`src/rtl/in_port_fifo.sv`:
```
// Input-port FIFO: synchronises an async device strobe, buffers 32-bit words and
// presents the head on BusMuxIn_InPort. Optional macro INPORT_OVF_COUNT_EN adds Ovf_Count.
module in_port_fifo #(
    parameter int DEPTH = 4,
    parameter int AW    = 2
) (
    input  logic          Clock,
    input  logic          Clear,
    input  logic [31:0]   Dev_Data,
    input  logic          Dev_Strobe,
    input  logic          InPort,
    input  logic          Ovf_Clr,
    output logic [31:0]   BusMuxIn_InPort,
    output logic          Empty,
    output logic          Full,
    output logic [AW:0]   Count,
    output logic          Overflow
`ifdef INPORT_OVF_COUNT_EN
    ,
    output logic [7:0]    Ovf_Count
`endif
);

    localparam logic [AW:0] FULL_COUNT = (AW+1)'(DEPTH);

    logic [31:0]   mem [DEPTH];
    logic [AW-1:0] rd_ptr;
    logic [AW-1:0] wr_ptr;
    logic          s1, s2, s3;
    logic          InPort_d;
    logic          push_ev;
    logic          pop_ev;
    logic          do_push;
    logic          do_pop;
    logic          ovf_set;

    assign push_ev = s2 & ~s3;
    assign pop_ev  = InPort_d & ~InPort;

    // A pop frees a slot in the same cycle, so a push into a full FIFO is accepted
    // when it coincides with a real pop; a pop on empty is simply dropped.
    always_comb begin
        do_pop  = pop_ev & ~Empty;
        do_push = push_ev & (~Full | do_pop);
        ovf_set = push_ev & Full & ~do_pop;
    end

    assign Empty           = (Count == '0);
    assign Full            = (Count == FULL_COUNT);
    assign BusMuxIn_InPort = Empty ? '0 : mem[rd_ptr];

    always_ff @(posedge Clock) begin
        if (!Clear) begin
            s1       <= 1'b0;
            s2       <= 1'b0;
            s3       <= 1'b0;
            InPort_d <= 1'b0;
            rd_ptr   <= '0;
            wr_ptr   <= '0;
            Count    <= '0;
            Overflow <= 1'b0;
        end else begin
            s1       <= Dev_Strobe;
            s2       <= s1;
            s3       <= s2;
            InPort_d <= InPort;
            if (do_push)
                wr_ptr <= wr_ptr + 1'b1;
            if (do_pop)
                rd_ptr <= rd_ptr + 1'b1;
            case ({do_push, do_pop})
                2'b10:   Count <= Count + 1'b1;
                2'b01:   Count <= Count - 1'b1;
                default: Count <= Count;
            endcase
            if (ovf_set)
                Overflow <= 1'b1;
            else if (Ovf_Clr)
                Overflow <= 1'b0;
        end
    end

    // Storage needs no reset: Empty masks stale contents on the bus.
    always_ff @(posedge Clock) begin
        if (Clear && do_push)
            mem[wr_ptr] <= Dev_Data;
    end

`ifdef INPORT_OVF_COUNT_EN
    always_ff @(posedge Clock) begin
        if (!Clear)
            Ovf_Count <= '0;
        else if (ovf_set && Ovf_Clr)
            Ovf_Count <= 8'd1;
        else if (Ovf_Clr)
            Ovf_Count <= '0;
        else if (ovf_set && (Ovf_Count != '1))
            Ovf_Count <= Ovf_Count + 1'b1;
    end
`endif

endmodule

```
`config.mk`:
```
export PLATFORM = sky130hd
export DESIGN_NAME = in_port_fifo
export DESIGN_NICKNAME = d
export VERILOG_FILES = /design/src/rtl/in_port_fifo.sv
export SDC_FILE = /design/constraint.sdc
export NUM_CORES = 1
export LEC_CHECK = 0
export CAP_MARGIN = 20
export CORE_MARGIN = 2
export CORE_UTILIZATION = 51
export DETAILED_ROUTE_END_ITERATION = 10
export PLACE_DENSITY = 0.75
export SLEW_MARGIN = 25
export SYNTH_ARGS = -nofsm -noshare
export SYNTH_HDL_FRONTEND = slang
export SYNTH_SLANG_ARGS = --single-unit
```
`constraint.sdc`:
```
create_clock -name Clock -period 3.2 [get_ports Clock]
set_clock_uncertainty 0.15 [all_clocks]
set_input_delay 0.48 -clock Clock [delete_from_list [all_inputs] [get_ports Clock]]
set_output_delay 0.48 -clock Clock [all_outputs]
set_load 0.005 [all_outputs]
```
==> qor.csv, run 1 <==
metric,value,unit
fin util,0.6633,
Routed wire per std cell,18.21,um
Total GRT Usage,0.1825,
"Max FO, Critical Path",21,
worst hold slack,286.3,ps
Fin Setup TNS,0,ps
clock sinks,142,
Synth top area share,0.6893,
number of global-route vias before repair,3014,
min cycle time layout,3022,ps
height of the chip,108.6,um
period utilization,0.9444,
dpl hpwl,5925,um
Startpoint Class,flop,
area grow syn2layout,27.80,%
root buf cell,clkbuf_8,
Clock Path Buffers,2,
initial antenna violation count,0,
synthesized instance count,287,
slew of the pin with the lowest slew margin,420.9,ps
global-route wire length before repair,15400,um
Routed WL,9617,um
Synth Warn #,0,
Top Ports,75,
DRC viols,0,
DRT iter0 DRCs,143,
CTS tree,yes,
f_max,0.3309,GHz
fin. max-slew vios,0,
CP arrival,2390,ps
ANT nets after route,0,
Worst path top cell family by delay,buffers and inverters,
via count,2836,
largest net degree at the start of global routing,24,
status,completed,
Vias/cell,5.371,
max incr delay on CP,570,ps
first drt pass iteration count,4,
hold-fix buffers at CTS,0,
Yosys cell types,35,
final count of negative-setup-slack endpoints,0,
Worst setup EP type,output pin,
GPL Wtd Cong,0.7655,
register area share after synthesis,0.7395,
Inserted Diodes,0,
Max-cap violations,0,
Layout Nets,418,
VDD IR max,355.0,uV
Starting Density,0.5190,
GR Overflow Total,0,
RSZ-0062 raised after global routing,no,
synth top area cells,"edfxtp_1, mux4_2, dfxtp_1",
hold crit path type,flop to flop,
slew margin rel.,0.7194,
Post CTS Setup Buffer Count,0,
Register Area,0.004126,mm2
syn nets,329,
multi-input logic area,0.001354,mm2
critical path type,flop to output pin,
Chip Width,108.6,um
critical-path cell list,"buf_4, mux4_2, and2_1, clkdlybuf4s50_1",
die area,0.01179,mm2
Clock Pin Slew Worst Setup and Hold Paths,60,ps
Crit path required time,2570,ps
core area,0.01075,mm2
Site Rows,38,
TritonCTS Buffers,17,
Port Buffers,74,
CP bufs+invs,2,
Worst path slowest cell,mux4_2,
H-tree Lvls,4,
clk_lat worst skew,510,ps
share of post-route cells with drive strength above 1,0.2036,
Avg Inst Size Synth,19.43,um2
Yosys reg bits,142,
Leakage,2.285,nW
PD cells,596.5,mW/mm2
FILL cells,755,
Synth area leader,edfxtp_1,
Resize count post-CTS,0,
Final Hold Viols,0,
Post-Syn Area,0.005577,mm2
[layer usage]
metal | up-vias | part of all wire | track usage
met5 | - | 0 | 0
met4 | 0 | 0.011 | 0.06593
met3 | 9 | 0.045 | 0.06148
met2 | 75 | 0.51 | 0.3022
met1 | 1442 | 0.43 | 0.2249
li1 | 1310 | - | -
[path summary, 6_finish.rpt]
check	startpoint	end	slack, ps	cells after the start
worst max-delay path	flop	BusMuxIn_InPort[24]	180	4
worst min-delay path	s1	s2	290	1
worst max register to register	Count[2]	Count[2]	650	7
worst min register to register	s1	s2	290	1
[cells in the final DEF, fill, tap and decap left out, types with 2 or more instances in the layout]
cell type	n
mux4_2	32
nand2_1	4
dfxtp_1	12
ha_1	4
buf_12	5
and3_2	4
inv_1	4
dfxtp_2	2
clkinv_2	2
or3_1	3
buf_4	6
o21ai_0	5
nand2b_1	3
clkbuf_16	16
a21oi_1	3
xnor2_1	3
edfxtp_1	128
clkinv_1	3
clkdlybuf4s50_1	74
a21boi_0	3
and3_1	2
nand3_1	4
nor2b_1	3
bufinv_16	3
clkinvlp_4	5
and2_1	39
[synthesized netlist by cell type]
library cell / number
a211oi_1: 1
a21boi_0: 3
a21oi_1: 3
a222oi_1: 1
a31oi_2: 1
and2_1: 39
and2b_2: 1
and3_1: 6
buf_1: 3
buf_2: 2
buf_4: 3
buf_6: 2
clkbuf_1: 5
dfxtp_1: 14
edfxtp_1: 128
fa_1: 1
ha_1: 4
inv_1: 4
inv_2: 1
mux2i_1: 1
mux4_2: 32
nand2_1: 4
nand2b_1: 3
nand3_1: 4
nand4b_1: 1
nor2_1: 1
nor2b_1: 3
nor3_1: 1
nor4_1: 1
o211ai_1: 1
o21a_1: 1
o21ai_0: 5
o31a_1: 1
or3_1: 3
xnor2_1: 3
[cell families after synthesis]
group / count (synthesis) / synth area share
simple gates: 67 / 0.07269
compound gates: 17 / 0.02087
flops: 142 / 0.7395
buf+inv: 20 / 0.01862
fa+ha+maj: 5 / 0.01257
xor+xnor: 3 / 0.004713
mux: 33 / 0.1310
[registers in the layout (all words and copies together), names as in the netlist, named ones only]
signal / flops
s2: 1
mem: 128
InPort_d: 1
s3: 1
s1: 1
Overflow: 1
Count: 3
wr_ptr: 2
rd_ptr: 2
[where the power goes]
part           internal [W]  total, W  switching, W  leakage (nW)
Sequential          0.00204   0.00205    0.00000933          1.27
Combinational      0.000194  0.000330      0.000136         0.756
Clock               0.00117   0.00187      0.000705         0.261
[metrics by stage]
stage          std cells  area, um2  power, W  setup WS, ps
2_1_floorplan        287       5577  0.002222         754.7
4_1_cts              528       7127  0.004286         108.5
3_3_place_gp         497       6560  0.002411         531.7
3_5_place_dp         497       6560  0.002418         486.5
6_report             528       7127  0.004251         178.0
5_1_grt              528       7127  0.004390         28.72
[final cells by class]
cell class              instances  area share
clock buffers                  18     0.05864
clock inverters                13     0.02089
repair buffers                 85      0.1243
multi-input cells             125      0.1900
flip-flops and latches        142      0.5790
well taps                     140     0.02458
inverters                       5    0.002633
Note: power is estimated with default switching activity, not from simulation.
==> inputs of run 2 (changes only) <==
--- a/config.mk
+++ b/config.mk
@@ -10,6 +10,7 @@
 export CORE_UTILIZATION = 51
 export DETAILED_ROUTE_END_ITERATION = 10
 export PLACE_DENSITY = 0.75
+export SKIP_CTS_REPAIR_TIMING = 1
 export SLEW_MARGIN = 25
 export SYNTH_ARGS = -nofsm -noshare
 export SYNTH_HDL_FRONTEND = slang
==> results of run 2 <==
No change in the layout: final DEF, timing and power equal those of run 1.
